**src/rtl/seq_pkg.sv**
```systemverilog
// Shared definitions for the instruction sequencer: opcodes, FSM states,
// and helpers that slice the instruction byte into its fields.
package seq_pkg;

    // Opcode values carried in instr[7:5]
    localparam logic [2:0] OP_RALU = 3'b000;
    localparam logic [2:0] OP_ADDI = 3'b001;
    localparam logic [2:0] OP_LW   = 3'b010;
    localparam logic [2:0] OP_SW   = 3'b011;
    localparam logic [2:0] OP_BEQ  = 3'b100;
    localparam logic [2:0] OP_RSVD = 3'b101;
    localparam logic [2:0] OP_J    = 3'b110;
    localparam logic [2:0] OP_HALT = 3'b111;

    // Field positions inside the instruction byte
    localparam int OP_MSB  = 7;
    localparam int OP_LSB  = 5;
    localparam int J_IMM_W = 5;
    localparam int I_IMM_W = 2;

    typedef enum logic [2:0] {
        S_FETCH  = 3'd0,
        S_DECODE = 3'd1,
        S_EXEC   = 3'd2,
        S_MEM    = 3'd3,
        S_WB     = 3'd4,
        S_HALT   = 3'd5,
        S_FAULT  = 3'd6
    } state_t;

    function automatic logic [2:0] get_op(input logic [7:0] instr);
        return instr[OP_MSB:OP_LSB];
    endfunction

    function automatic logic [J_IMM_W-1:0] get_j_imm(input logic [7:0] instr);
        return instr[J_IMM_W-1:0];
    endfunction

    function automatic logic [I_IMM_W-1:0] get_i_imm(input logic [7:0] instr);
        return instr[I_IMM_W-1:0];
    endfunction

endpackage

```
**src/rtl/mem_wait_timer.sv**
```systemverilog
// Counts consecutive cycles a memory request waits without an ack and
// flags expiry once the count reaches TIMEOUT. An ack in the expiry cycle
// suppresses the flag, so a just-in-time response still completes.
module mem_wait_timer #(
    parameter int TIMEOUT = 15
) (
    input  logic clk,
    input  logic rst_n,
    input  logic req,
    input  logic ack,
    output logic expired
);

    localparam logic [7:0] LIMIT = 8'(TIMEOUT);

    logic [7:0] timer_q;
    logic [7:0] timer_d;

    // Next count: clear whenever the request is idle or answered, else advance up to the limit
    always_comb begin
        timer_d = timer_q;
        if (!req || ack) begin
            timer_d = 8'd0;
        end else if (timer_q != LIMIT) begin
            timer_d = timer_q + 8'd1;
        end
    end

    // Wait-cycle counter register
    always_ff @(posedge clk or negedge rst_n) begin
        if (!rst_n) begin
            timer_q <= 8'd0;
        end else begin
            timer_q <= timer_d;
        end
    end

    assign expired = req && !ack && (timer_q == LIMIT);

endmodule

```
**src/rtl/instr_sequencer.sv**
```systemverilog
// Multi-cycle fetch/decode/execute controller for the 8-bit core. Owns the
// PC and instruction register, fetches bytes over a req/ack port and emits
// registered one-cycle strobes for the ALU, data memory and register file.
module instr_sequencer
    import seq_pkg::*;
#(
    parameter int PC_W     = 8,
    parameter int RESET_PC = 0,
    parameter int TIMEOUT  = 15
) (
    input  logic            clk,
    input  logic            rst_n,
    input  logic            run,
    output logic            imem_req,
    input  logic            imem_ack,
    input  logic [7:0]      imem_rdata,
    output logic            dmem_req,
    output logic            dmem_we,
    input  logic            dmem_ack,
    input  logic            zero_flag,
    output logic [PC_W-1:0] pc,
    output logic [7:0]      instr_q,
    output logic            alu_en,
    output logic            rf_we,
    output logic            instr_done,
    output logic            halted,
    output logic            fault
);

    localparam logic [PC_W-1:0] PC_RST = PC_W'(RESET_PC);

    state_t          state_q, state_d;
    logic [PC_W-1:0] pc_q, pc_d;
    logic [7:0]      instr_d;
    logic            imem_req_q, imem_req_d;
    logic            dmem_req_q, dmem_req_d;
    logic            dmem_we_q, dmem_we_d;
    logic            alu_en_q, alu_en_d;
    logic            rf_we_q, rf_we_d;
    logic            done_q, done_d;
    logic            halted_q, halted_d;
    logic            fault_q, fault_d;

    logic [2:0]         op;
    logic [J_IMM_W-1:0] j_imm;
    logic [I_IMM_W-1:0] i_imm;
    logic [PC_W-1:0]    i_imm_sext;

    logic tmr_req, tmr_ack, tmr_expired;

    assign op         = get_op(instr_q);
    assign j_imm      = get_j_imm(instr_q);
    assign i_imm      = get_i_imm(instr_q);
    assign i_imm_sext = {{(PC_W-I_IMM_W){i_imm[I_IMM_W-1]}}, i_imm};

    // Only one of the two request ports is ever active, so a single timer watches whichever is live
    assign tmr_req = imem_req_q | dmem_req_q;
    assign tmr_ack = imem_req_q ? imem_ack : dmem_ack;

    mem_wait_timer #(
        .TIMEOUT(TIMEOUT)
    ) u_timer (
        .clk    (clk),
        .rst_n  (rst_n),
        .req    (tmr_req),
        .ack    (tmr_ack),
        .expired(tmr_expired)
    );

    // Next-state, PC/IR update and next values of all registered strobes
    always_comb begin
        state_d    = state_q;
        pc_d       = pc_q;
        instr_d    = instr_q;
        imem_req_d = 1'b0;
        dmem_req_d = 1'b0;
        dmem_we_d  = 1'b0;
        alu_en_d   = 1'b0;
        rf_we_d    = 1'b0;
        done_d     = 1'b0;
        halted_d   = halted_q;
        fault_d    = fault_q;

        case (state_q)
            S_FETCH: begin
                if (imem_req_q) begin
                    if (imem_ack) begin
                        instr_d = imem_rdata;
                        pc_d    = pc_q + PC_W'(1);
                        state_d = S_DECODE;
                    end else if (tmr_expired) begin
                        fault_d = 1'b1;
                        state_d = S_FAULT;
                    end else begin
                        imem_req_d = 1'b1;
                    end
                end else if (run) begin
                    imem_req_d = 1'b1;
                end
            end
            S_DECODE: begin
                case (op)
                    OP_J: begin
                        pc_d    = {pc_q[PC_W-1:J_IMM_W], j_imm};
                        done_d  = 1'b1;
                        state_d = S_FETCH;
                    end
                    OP_HALT: begin
                        halted_d = 1'b1;
                        done_d   = 1'b1;
                        state_d  = S_HALT;
                    end
                    OP_RSVD: begin
                        done_d  = 1'b1;
                        state_d = S_FETCH;
                    end
                    default: begin
                        alu_en_d = 1'b1;
                        state_d  = S_EXEC;
                    end
                endcase
            end
            S_EXEC: begin
                case (op)
                    OP_BEQ: begin
                        if (zero_flag) begin
                            pc_d = pc_q + i_imm_sext;
                        end
                        done_d  = 1'b1;
                        state_d = S_FETCH;
                    end
                    OP_LW, OP_SW: begin
                        dmem_req_d = 1'b1;
                        dmem_we_d  = (op == OP_SW);
                        state_d    = S_MEM;
                    end
                    default: begin
                        rf_we_d = 1'b1;
                        state_d = S_WB;
                    end
                endcase
            end
            S_MEM: begin
                if (dmem_ack) begin
                    if (op == OP_SW) begin
                        done_d  = 1'b1;
                        state_d = S_FETCH;
                    end else begin
                        rf_we_d = 1'b1;
                        state_d = S_WB;
                    end
                end else if (tmr_expired) begin
                    fault_d = 1'b1;
                    state_d = S_FAULT;
                end else begin
                    dmem_req_d = 1'b1;
                    dmem_we_d  = (op == OP_SW);
                end
            end
            S_WB: begin
                done_d  = 1'b1;
                state_d = S_FETCH;
            end
            S_HALT, S_FAULT: begin
                state_d = state_q;
            end
            default: begin
                state_d = S_FETCH;
            end
        endcase
    end

    // State, PC/IR and output strobe registers
    always_ff @(posedge clk or negedge rst_n) begin
        if (!rst_n) begin
            state_q    <= S_FETCH;
            pc_q       <= PC_RST;
            instr_q    <= 8'h00;
            imem_req_q <= 1'b0;
            dmem_req_q <= 1'b0;
            dmem_we_q  <= 1'b0;
            alu_en_q   <= 1'b0;
            rf_we_q    <= 1'b0;
            done_q     <= 1'b0;
            halted_q   <= 1'b0;
            fault_q    <= 1'b0;
        end else begin
            state_q    <= state_d;
            pc_q       <= pc_d;
            instr_q    <= instr_d;
            imem_req_q <= imem_req_d;
            dmem_req_q <= dmem_req_d;
            dmem_we_q  <= dmem_we_d;
            alu_en_q   <= alu_en_d;
            rf_we_q    <= rf_we_d;
            done_q     <= done_d;
            halted_q   <= halted_d;
            fault_q    <= fault_d;
        end
    end

    assign pc         = pc_q;
    assign imem_req   = imem_req_q;
    assign dmem_req   = dmem_req_q;
    assign dmem_we    = dmem_we_q;
    assign alu_en     = alu_en_q;
    assign rf_we      = rf_we_q;
    assign instr_done = done_q;
    assign halted     = halted_q;
    assign fault      = fault_q;

endmodule

```
**config.mk**
```make
export PLATFORM = sky130hd
export DESIGN_NAME = instr_sequencer
export DESIGN_NICKNAME = d
export VERILOG_FILES = /design/src/rtl/seq_pkg.sv /design/src/rtl/mem_wait_timer.sv /design/src/rtl/instr_sequencer.sv
export SDC_FILE = /design/constraint.sdc
export NUM_CORES = 1
export LEC_CHECK = 0
export CAP_MARGIN = 30
export CORE_MARGIN = 10
export CORE_UTILIZATION = 47
export CTS_BUF_LIST = sky130_fd_sc_hd__clkbuf_16
export CTS_CLUSTER_SIZE = 14
export DETAILED_ROUTE_END_ITERATION = 16
export GPL_TIMING_DRIVEN = 0
export PLACE_DENSITY = 0.82
export SLEW_MARGIN = 20
export SYNTH_ARGS = -nofsm -noshare
export SYNTH_HDL_FRONTEND = slang
export SYNTH_SLANG_ARGS = --single-unit
export TNS_END_PERCENT = 1
```
**constraint.sdc**
```tcl
create_clock -name clk -period 2.9 [get_ports clk]
set_clock_uncertainty 0.2 [all_clocks]
set_input_delay 0.435 -clock clk [delete_from_list [all_inputs] [get_ports clk]]
set_output_delay 0.435 -clock clk [all_outputs]
set_load 0.03 [all_outputs]
```
==> impl_metrics.prom, run 1 <==
# TYPE chip_impl_metric gauge
chip_impl_metric{name="initial_utilization",unit=""} 0.4793
chip_impl_metric{name="max_cap_violations",unit=""} 0
chip_impl_metric{name="floorplan.die_area",unit="mm^2"} 0.007426
chip_impl_metric{name="synth_nets",unit=""} 231
chip_impl_metric{name="cts-htree-levels",unit=""} 2
chip_impl_metric{name="layout_min_cycle_time",unit="ns"} 2.835
chip_impl_metric{name="cpPeakStageDelay",unit="ns"} 0.42
chip_impl_metric{name="setup-tns-final",unit="ns"} 0
chip_impl_metric{name="global_route_wire_length_before_repair",unit="um"} 8190
chip_impl_metric{name="hold_viol",unit=""} 0
chip_impl_metric{name="worstPathBufferInverterCount",unit=""} 1
chip_impl_metric{name="antennaDiodeCount",unit=""} 0
chip_impl_metric{name="area_growth_from_synthesis_to_layout",unit="%"} 34.77
chip_impl_metric{name="max_freq",unit="MHz"} 352.7
chip_impl_metric{name="post_detailed_route_via_to_cell_ratio",unit=""} 5.765
chip_impl_metric{name="hpwlAfterDp",unit="um"} 3588
chip_impl_info{name="rr_startpoint",value="state_q[1]$_DFFE_PN0P_"} 1
chip_impl_metric{name="boundaryPins",unit=""} 38
chip_impl_metric{name="drv_slew",unit=""} 0
chip_impl_metric{name="post_synth_instance_area",unit="mm^2"} 0.002058
chip_impl_metric{name="worst_ep_arrival_time",unit="ns"} 2.82
chip_impl_metric{name="synth_seq_area_share",unit=""} 0.4255
chip_impl_metric{name="cts_buffer_count",unit=""} 5
chip_impl_metric{name="finalPower",unit="W"} 0.003022
chip_impl_info{name="critPathLaunchType",value="flop"} 1
chip_impl_metric{name="cts.sinks",unit=""} 35
chip_impl_metric{name="wl_per_cell",unit="um"} 15.83
chip_impl_metric{name="power.share.switching",unit=""} 0.4246
chip_impl_metric{name="clock_network_power_share",unit=""} 0.165
chip_impl_metric{name="core_area",unit="mm^2"} 0.004294
chip_impl_metric{name="remaining_design_rule_violation_count",unit=""} 0
chip_impl_info{name="worst_setup_path_startpoint",value="state_q[1]$_DFFE_PN0P_"} 1
chip_impl_info{name="critical_path.top_delay_family",value="simple AND/OR/NAND/NOR gates"} 1
chip_impl_info{name="clock_tree_from_tritoncts",value="yes"} 1
chip_impl_metric{name="grt_pass1_vias",unit=""} 1726
chip_impl_metric{name="finalCritPeriodShare",unit=""} 0.9777
chip_impl_metric{name="crit_required",unit="ns"} 2.88
chip_impl_metric{name="power.ir.vdd_worst",unit="mV"} 0.6773
chip_impl_metric{name="routabilityCongestion",unit=""} 0.8640
chip_impl_metric{name="pwr-share-seq",unit=""} 0.274
chip_impl_metric{name="drtIter0Drc",unit=""} 106
chip_impl_metric{name="endpoints_failing_setup",unit=""} 0
chip_impl_metric{name="final_cell_count_no_fill",unit=""} 319
chip_impl_metric{name="global_route_usage_over_all_layers",unit=""} 0.1341
chip_impl_metric{name="layout-drive-gt1-share",unit=""} 0.1723
chip_impl_info{name="outcome",value="finished, final reports clean"} 1
chip_impl_metric{name="detail-route-antenna-nets",unit=""} 0
chip_impl_metric{name="critPathMaxFanout",unit=""} 7
chip_impl_info{name="clock_tree.root_cell",value="sky130_fd_sc_hd__clkbuf_16"} 1
chip_impl_metric{name="worst_skew_pair_later_pin_latency",unit="ns"} 0.28
chip_impl_metric{name="placement.io_buffers",unit=""} 37
chip_impl_metric{name="cts.clk_slew.worst_paths",unit="ns"} 0.05
chip_impl_metric{name="max_slew.worst_pin.slew",unit="ns"} 0.6170
chip_impl_info{name="critPathCaptureType",value="flop"} 1
chip_impl_info{name="crit_chain",value="buf_6 -> or3b_4 -> or2_4 -> ha_4 -> ha_4 -> or4_4 -> and3_4 -> o31a_1 -> o31ai_1"} 1
chip_impl_metric{name="synth-seq-cells",unit=""} 35
chip_impl_metric{name="postSynth.asyncResetShare",unit=""} 1.000
chip_impl_metric{name="dp_cells",unit=""} 302
chip_impl_metric{name="grt_antenna_before_repair",unit=""} 0
chip_impl_info{name="synth_ff_type",value="sky130_fd_sc_hd__dfrtp_1"} 1
chip_impl_metric{name="drt-pass1-iter-count",unit=""} 5
chip_impl_metric{name="num_rows",unit=""} 24
chip_impl_metric{name="post_layout_net_count",unit=""} 285
chip_impl_info{name="holdCritPathClass",value="reg2reg"} 1
chip_impl_metric{name="slew_headroom",unit=""} 0.5872
chip_impl_metric{name="synth_enable_flop_cells",unit=""} 0
chip_impl_metric{name="synth.yosys.warnings",unit=""} 0
chip_impl_info{name="critPathMostFrequentCell",value="sky130_fd_sc_hd__ha_4"} 1
chip_impl_metric{name="number_of_distinct_library_cells_after_synthesis",unit=""} 54
chip_impl_metric{name="route.vias.total",unit=""} 1839
chip_impl_metric{name="p_comb_frac",unit=""} 0.561
chip_impl_metric{name="route.final.wire_length",unit="um"} 5050
chip_impl_metric{name="power_per_cell_area",unit="mW/mm^2"} 1089
chip_impl_metric{name="switching_power_summed_over_all_nets",unit="W"} 0.001283
chip_impl_metric{name="power_report.internal_total",unit="W"} 0.001739
chip_impl_metric{name="cts_max_path_buffers",unit=""} 2
chip_impl_metric{name="synthesis.area_per_instance",unit="um^2"} 9.709
chip_impl_metric{name="synthesis.instances",unit=""} 212
chip_impl_metric{name="height_of_the_die",unit="um"} 86.18
chip_impl_metric{name="die-width",unit="um"} 86.18
chip_impl_metric{name="overflow",unit=""} 0
chip_impl_metric{name="grt_start_max_net_pins",unit=""} 22
chip_impl_info{name="path_class",value="reg2reg"} 1
chip_impl_info{name="hp-start",value="pc[7]$_DFFE_PN0P_"} 1
chip_impl_metric{name="leakagePower",unit="nW"} 1.149
chip_impl_info{name="critical_path.slowest_cell",value="sky130_fd_sc_hd__or4_4"} 1
layer usage:
layer,vias up,part of all wire,track usage,wire [um]
met2,63,0.49,0.2089,2453
li1,898,-,-,-
met3,7,0.067,0.04878,337
met4,0,0.014,0.05155,72
met1,871,0.43,0.1653,2187
met5,-,0,0,0
stage by stage:
| stage | util | instance area (um^2) | hold WS [ns] | setup WS, ns |
|---|---|---|---|---|
| 3_3_place_gp | 0.5825 | 2501 | 0.2562 | -0.07188 |
| 5_1_grt | 0.6460 | 2774 | 0.2872 | -0.006319 |
| 6_report | 0.6460 | 2774 | 0.2599 | 0.06463 |
| 4_1_cts | 0.6305 | 2708 | 0.2662 | 0.04785 |
| 3_5_place_dp | 0.5877 | 2524 | 0.1849 | -0.1154 |
| 2_1_floorplan | - | 2066 | -0.06059 | 0.02161 |
kinds of logic after synthesis:
group | Yosys count | share of synthesized area
AND/OR/NAND/NOR | 83 | 0.2274
AO/OA/AOI/OAI | 53 | 0.1836
flip-flops | 35 | 0.4255
buffers and inverters | 18 | 0.04438
multiplexers | 11 | 0.05897
XOR/XNOR | 7 | 0.02979
adder cells (fa/ha/maj) | 5 | 0.03040
synthesized netlist by cell type (3+ instances only):
cell | n | area [um^2]
sky130_fd_sc_hd__a31oi_1 | 5 | 31.28
sky130_fd_sc_hd__nor2_1 | 19 | 71.32
sky130_fd_sc_hd__nand4bb_1 | 4 | 45.04
sky130_fd_sc_hd__o211ai_1 | 6 | 45.04
sky130_fd_sc_hd__a211oi_1 | 5 | 37.54
sky130_fd_sc_hd__o22ai_1 | 3 | 18.77
sky130_fd_sc_hd__nand2b_1 | 5 | 31.28
sky130_fd_sc_hd__inv_1 | 7 | 26.28
sky130_fd_sc_hd__nand2_1 | 16 | 60.06
sky130_fd_sc_hd__dfrtp_1 | 35 | 875.8
sky130_fd_sc_hd__o21ai_0 | 3 | 15.01
sky130_fd_sc_hd__o21bai_1 | 3 | 22.52
sky130_fd_sc_hd__nor3_1 | 6 | 30.03
sky130_fd_sc_hd__mux2_2 | 9 | 101.4
sky130_fd_sc_hd__nand3_1 | 7 | 35.03
sky130_fd_sc_hd__ha_1 | 5 | 62.56
sky130_fd_sc_hd__buf_2 | 4 | 20.02
sky130_fd_sc_hd__nor4_1 | 4 | 25.02
sky130_fd_sc_hd__a22oi_1 | 3 | 22.52
sky130_fd_sc_hd__nor2b_1 | 4 | 25.02
sky130_fd_sc_hd__xnor2_1 | 5 | 43.79
sky130_fd_sc_hd__buf_4 | 3 | 22.52
sky130_fd_sc_hd__a21oi_1 | 10 | 50.05
final timing paths:
check / cells after the start / end / slack, ns
worst min register to register: 1 / pc[7]$_DFFE_PN0P_ / 0.26
min in group asynchronous: 2 / pc[2]$_DFFE_PN0P_ / 0.42
worst max-delay path: 9 / pc[6]$_DFFE_PN0P_ / 0.06
worst max register to register: 9 / pc[6]$_DFFE_PN0P_ / 0.06
max in group asynchronous: 3 / state_q[0]$_DFFE_PN0P_ / 1.63
worst min-delay path: 1 / pc[7]$_DFFE_PN0P_ / 0.26
cell type report:
cell class,count,area [um^2]
plain buffers,9,62.56
clock buffers,5,125.1
clock inverters,3,12.51
fillers,350,1520
inverters,8,30.03
multi-input cells,159,1130
flip-flops and latches,35,878.3
well taps,52,65.06
repair buffers,48,470.5
power by group through the flow:
stage | Sequential [W] | Combinational, W | Clock (W)
global route | 0.000850 | 0.00184 | 0.000531
global placement | 0.000819 | 0.00152 | 0
finish | 0.000827 | 0.00170 | 0.000500
floorplan | 0.00105 | 0.000820 | 0
detailed placement | 0.000823 | 0.00155 | 0
CTS | 0.000820 | 0.00160 | 0.000512
cells in the final DEF (no fill, tap or decap), drive strengths merged, types with 5 or more instances in the layout:
cell	instances
nand3	7
a21oi	11
nor2	19
nand2b	5
clkbuf	7
buf	18
nor3	6
ha	5
inv	10
dfrtp	35
a211oi	5
a31oi	5
nor4	5
clkdlybuf4s50	36
mux2	9
xnor2	5
o211ai	6
nand2	17
state kept, by name, summed over array words and instances, names as in the netlist:
signal / flops
rf_we: 1
halted: 1
dmem_req: 1
fault: 1
instr_q: 8
imem_req: 1
dmem_we: 1
state_q: 3
pc: 8
u_timer.timer_q: 8
instr_done: 1
alu_en: 1
repair_timing:
item,CTS,global route
gates resized for setup,7,2
endpoints found under the hold margin,14,0
setup buffers,2,7
hold buffers,1,0
setup endpoints to repair,1,1
pin swaps,1,3
Note: power is estimated with default switching activity, not from simulation.
==> inputs of run 2 (changes only) <==
--- a/config.mk
+++ b/config.mk
@@ -6,8 +6,10 @@
 export NUM_CORES = 1
 export LEC_CHECK = 0
 export CAP_MARGIN = 30
+export CELL_PAD_IN_SITES_DETAIL_PLACEMENT = 0
+export CELL_PAD_IN_SITES_GLOBAL_PLACEMENT = 1
 export CORE_MARGIN = 10
-export CORE_UTILIZATION = 47
+export CORE_UTILIZATION = 36
 export CTS_BUF_LIST = sky130_fd_sc_hd__clkbuf_16
 export CTS_CLUSTER_SIZE = 14
 export DETAILED_ROUTE_END_ITERATION = 16
==> run 2 against run 1 <==
- setup slack better by 0.034 ns
- critical path depth unchanged
- first-iteration DRC count grew 6.6%
- hold slack improved by 0.0050 ns
- non-clock buffer count fell by 4
- register-to-register slack gained 0.03 ns
- critical path type unchanged
- sequential power decreased by 0.7%
- total power increased by 2.8%
- count of clock-buffer cells in the layout unchanged
- clock power up 24%
- combinational power fell by 2%
- flip-flop and latch count unchanged
==> impl_metrics.prom, run 2 (synthesis results as in run 1) <==
# TYPE chip_impl_metric gauge
chip_impl_metric{name="drt-pass1-iter-count",unit=""} 4
chip_impl_metric{name="layout_min_cycle_time",unit="ns"} 2.801
chip_impl_metric{name="cts.clk_slew.worst_paths",unit="ns"} 0.06
chip_impl_metric{name="hold_path_depth",unit=""} 1
chip_impl_metric{name="die-width",unit="um"} 95.61
chip_impl_metric{name="global_route_wire_length_before_repair",unit="um"} 8507
chip_impl_metric{name="placement.io_buffers",unit=""} 37
chip_impl_info{name="holdCritPathClass",value="reg2reg"} 1
chip_impl_metric{name="leakagePower",unit="nW"} 1.135
chip_impl_metric{name="route.final.wire_length",unit="um"} 5154
chip_impl_info{name="path_class",value="reg2reg"} 1
chip_impl_metric{name="grt_pass1_vias",unit=""} 1772
chip_impl_metric{name="layout-drive-gt1-share",unit=""} 0.1673
chip_impl_metric{name="boundaryPins",unit=""} 38
chip_impl_metric{name="area_growth_from_synthesis_to_layout",unit="%"} 36.17
chip_impl_metric{name="crit_required",unit="ns"} 2.89
chip_impl_info{name="hp-start",value="halted$_DFFE_PN0P_"} 1
chip_impl_metric{name="slew_headroom",unit=""} 0.5045
chip_impl_metric{name="power_per_cell_area",unit="mW/mm^2"} 1108
chip_impl_metric{name="max_freq",unit="MHz"} 357.0
chip_impl_info{name="grt_setup_unrepaired",value="no"} 1
chip_impl_info{name="critPathCaptureType",value="flop"} 1
chip_impl_metric{name="num_rows",unit=""} 27
chip_impl_metric{name="drtIter0Drc",unit=""} 113
chip_impl_metric{name="cts.sinks",unit=""} 35
chip_impl_metric{name="height_of_the_die",unit="um"} 95.61
chip_impl_metric{name="finalCritPeriodShare",unit=""} 0.9660
chip_impl_metric{name="detail-route-antenna-nets",unit=""} 0
chip_impl_metric{name="worst_ep_arrival_time",unit="ns"} 2.79
chip_impl_metric{name="post_detailed_route_via_to_cell_ratio",unit=""} 5.343
chip_impl_metric{name="hold_viol",unit=""} 0
chip_impl_info{name="critPathLaunchType",value="flop"} 1
chip_impl_metric{name="number_of_cells_on_the_worst_reg_to_reg_path",unit=""} 9
chip_impl_metric{name="overflow",unit=""} 0
chip_impl_metric{name="ff2ff_setup_slack",unit="ns"} 0.1
chip_impl_info{name="layout_commonest_cell",value="sky130_fd_sc_hd__clkdlybuf4s50_1"} 1
chip_impl_metric{name="wl_per_cell",unit="um"} 15.39
chip_impl_metric{name="cts-htree-levels",unit=""} 2
chip_impl_metric{name="critPathMaxFanout",unit=""} 4
chip_impl_metric{name="m1WireLength",unit="um"} 2277
chip_impl_metric{name="grt_start_max_net_pins",unit=""} 22
chip_impl_metric{name="max_slew.worst_pin.slew",unit="ns"} 0.7406
chip_impl_metric{name="worst_skew_pair_later_pin_latency",unit="ns"} 0.28
chip_impl_metric{name="setup-tns-final",unit="ns"} 0
chip_impl_info{name="outcome",value="finished, final reports clean"} 1
chip_impl_metric{name="power.ir.vdd_worst",unit="mV"} 0.5852
chip_impl_info{name="clock_tree_from_tritoncts",value="yes"} 1
chip_impl_metric{name="core_area",unit="mm^2"} 0.005540
chip_impl_metric{name="drv_slew",unit=""} 0
chip_impl_metric{name="grt_antenna_before_repair",unit=""} 0
chip_impl_metric{name="met3RoutedLength",unit="um"} 367
chip_impl_info{name="r2r_end",value="pc[6]$_DFFE_PN0P_"} 1
chip_impl_metric{name="wl_met2",unit="um"} 2431
chip_impl_metric{name="floorplan.die_area",unit="mm^2"} 0.009141
chip_impl_metric{name="route.vias.total",unit=""} 1790
chip_impl_info{name="top_signal_layer_used",value="met4"} 1
chip_impl_metric{name="dp_cells",unit=""} 322
chip_impl_metric{name="max_cap_violations",unit=""} 0
chip_impl_metric{name="cts_max_path_buffers",unit=""} 2
chip_impl_metric{name="post_layout_net_count",unit=""} 281
chip_impl_metric{name="antennaDiodeCount",unit=""} 0
chip_impl_metric{name="routabilityCongestion",unit=""} 0.8445
chip_impl_metric{name="endpoints_failing_setup",unit=""} 0
chip_impl_info{name="clock_tree.root_cell",value="sky130_fd_sc_hd__clkbuf_16"} 1
chip_impl_info{name="holdPathEnd",value="halted$_DFFE_PN0P_"} 1
chip_impl_metric{name="final_cell_count_no_fill",unit=""} 335
chip_impl_metric{name="initial_utilization",unit=""} 0.3715
chip_impl_info{name="layout.cells.most_common_list",value="sky130_fd_sc_hd__clkdlybuf4s50_1 (36), sky130_fd_sc_hd__dfrtp_1 (33), sky130_fd_sc_hd__nor2_1 (19), sky130_fd_sc_hd__nand2_1 (16), sky130_fd_sc_hd__a21oi_1 (10)"} 1
chip_impl_metric{name="global_route_usage_over_all_layers",unit=""} 0.1169
chip_impl_metric{name="remaining_design_rule_violation_count",unit=""} 0
chip_impl_metric{name="cts_buffer_count",unit=""} 5
chip_impl_metric{name="finalPower",unit="W"} 0.003105
chip_impl_info{name="rr_startpoint",value="state_q[1]$_DFFE_PN0P_"} 1
chip_impl_metric{name="hpwlAfterDp",unit="um"} 3703
chip_impl_metric{name="final_core_utilization",unit=""} 0.5059
## run 2: metal layers
layer,up-vias,GRT usage
met2,52,0.1885
li1,888,-
met4,0,0.04668
met1,844,0.1414
met3,6,0.03692
met5,-,0
## run 2: report_power, final
group / switching (W) / internal [W]
clock: 0.000211 / 0.000408
combinational: 0.000919 / 0.000745
sequential: 0.000173 / 0.000648
## run 2: area by class of cell
cell class                      count  area, um^2
Buffer                              9       62.56
Clock buffer                        5       125.1
Clock inverter                      3       46.29
Fill cell                         521        2738
Inverter                            8       30.03
Multi-Input combinational cell    159        1130
Sequential cell                    35       878.3
Tap cell                           72       90.09
Timing Repair Buffer               44       440.4
## run 2: what timing repair did
action | 4_1_cts | 5_1_grt
hold endpoints to repair | 14 | 0
cloned | 0 | 0
pin swaps | 2 | 1
hold buffers | 1 | 0
buffers inserted | 4 | 1
gates resized for setup | 7 | 2
endpoints found under the setup margin | 1 | 1
## run 2: how the worst max path moves through the flow
stage                                       from                end  slack, ns
after global routing      state_q[1]$_DFFE_PN0P_  pc[6]$_DFFE_PN0P_       0.01
final                     state_q[1]$_DFFE_PN0P_  pc[6]$_DFFE_PN0P_        0.1
after global placement    state_q[0]$_DFFE_PN0P_  pc[6]$_DFFE_PN0P_      -0.13
after CTS                 state_q[1]$_DFFE_PN0P_  pc[6]$_DFFE_PN0P_       0.04
after detailed placement  state_q[1]$_DFFE_PN0P_  pc[6]$_DFFE_PN0P_      -0.15
after floorplan           state_q[0]$_DFFE_PN0P_  pc[6]$_DFFE_PN0P_       0.02
## run 2: stage by stage
stage | hold slack [ns] | setup WS, ns | area, um^2
2_1_floorplan | -0.06059 | 0.02161 | 2066
3_3_place_gp | 0.2491 | -0.1304 | 2526
3_5_place_dp | 0.1796 | -0.1507 | 2549
4_1_cts | 0.2661 | 0.03580 | 2780
5_1_grt | 0.2863 | 0.01202 | 2803
6_report | 0.2649 | 0.09861 | 2803
## run 2: worst max-delay path, cell delays in order, from the launching register on
cell and delay (ns):
sky130_fd_sc_hd__dfrtp_1 0.35, sky130_fd_sc_hd__buf_6 0.10, sky130_fd_sc_hd__or3b_4 0.39, sky130_fd_sc_hd__or2_4 0.25, sky130_fd_sc_hd__ha_4 0.17, sky130_fd_sc_hd__ha_4 0.16
sky130_fd_sc_hd__or4_4 0.42, sky130_fd_sc_hd__and3_4 0.20, sky130_fd_sc_hd__o31a_1 0.27, sky130_fd_sc_hd__o31ai_1 0.21
==> inputs of run 3 (changes only) <==
--- a/config.mk
+++ b/config.mk
@@ -5,7 +5,7 @@
 export SDC_FILE = /design/constraint.sdc
 export NUM_CORES = 1
 export LEC_CHECK = 0
-export CAP_MARGIN = 30
+export CAP_MARGIN = 20
 export CELL_PAD_IN_SITES_DETAIL_PLACEMENT = 0
 export CELL_PAD_IN_SITES_GLOBAL_PLACEMENT = 1
 export CORE_MARGIN = 10
==> results of run 3 <==
Final layout, timing and power as in run 2 (identical DEF).
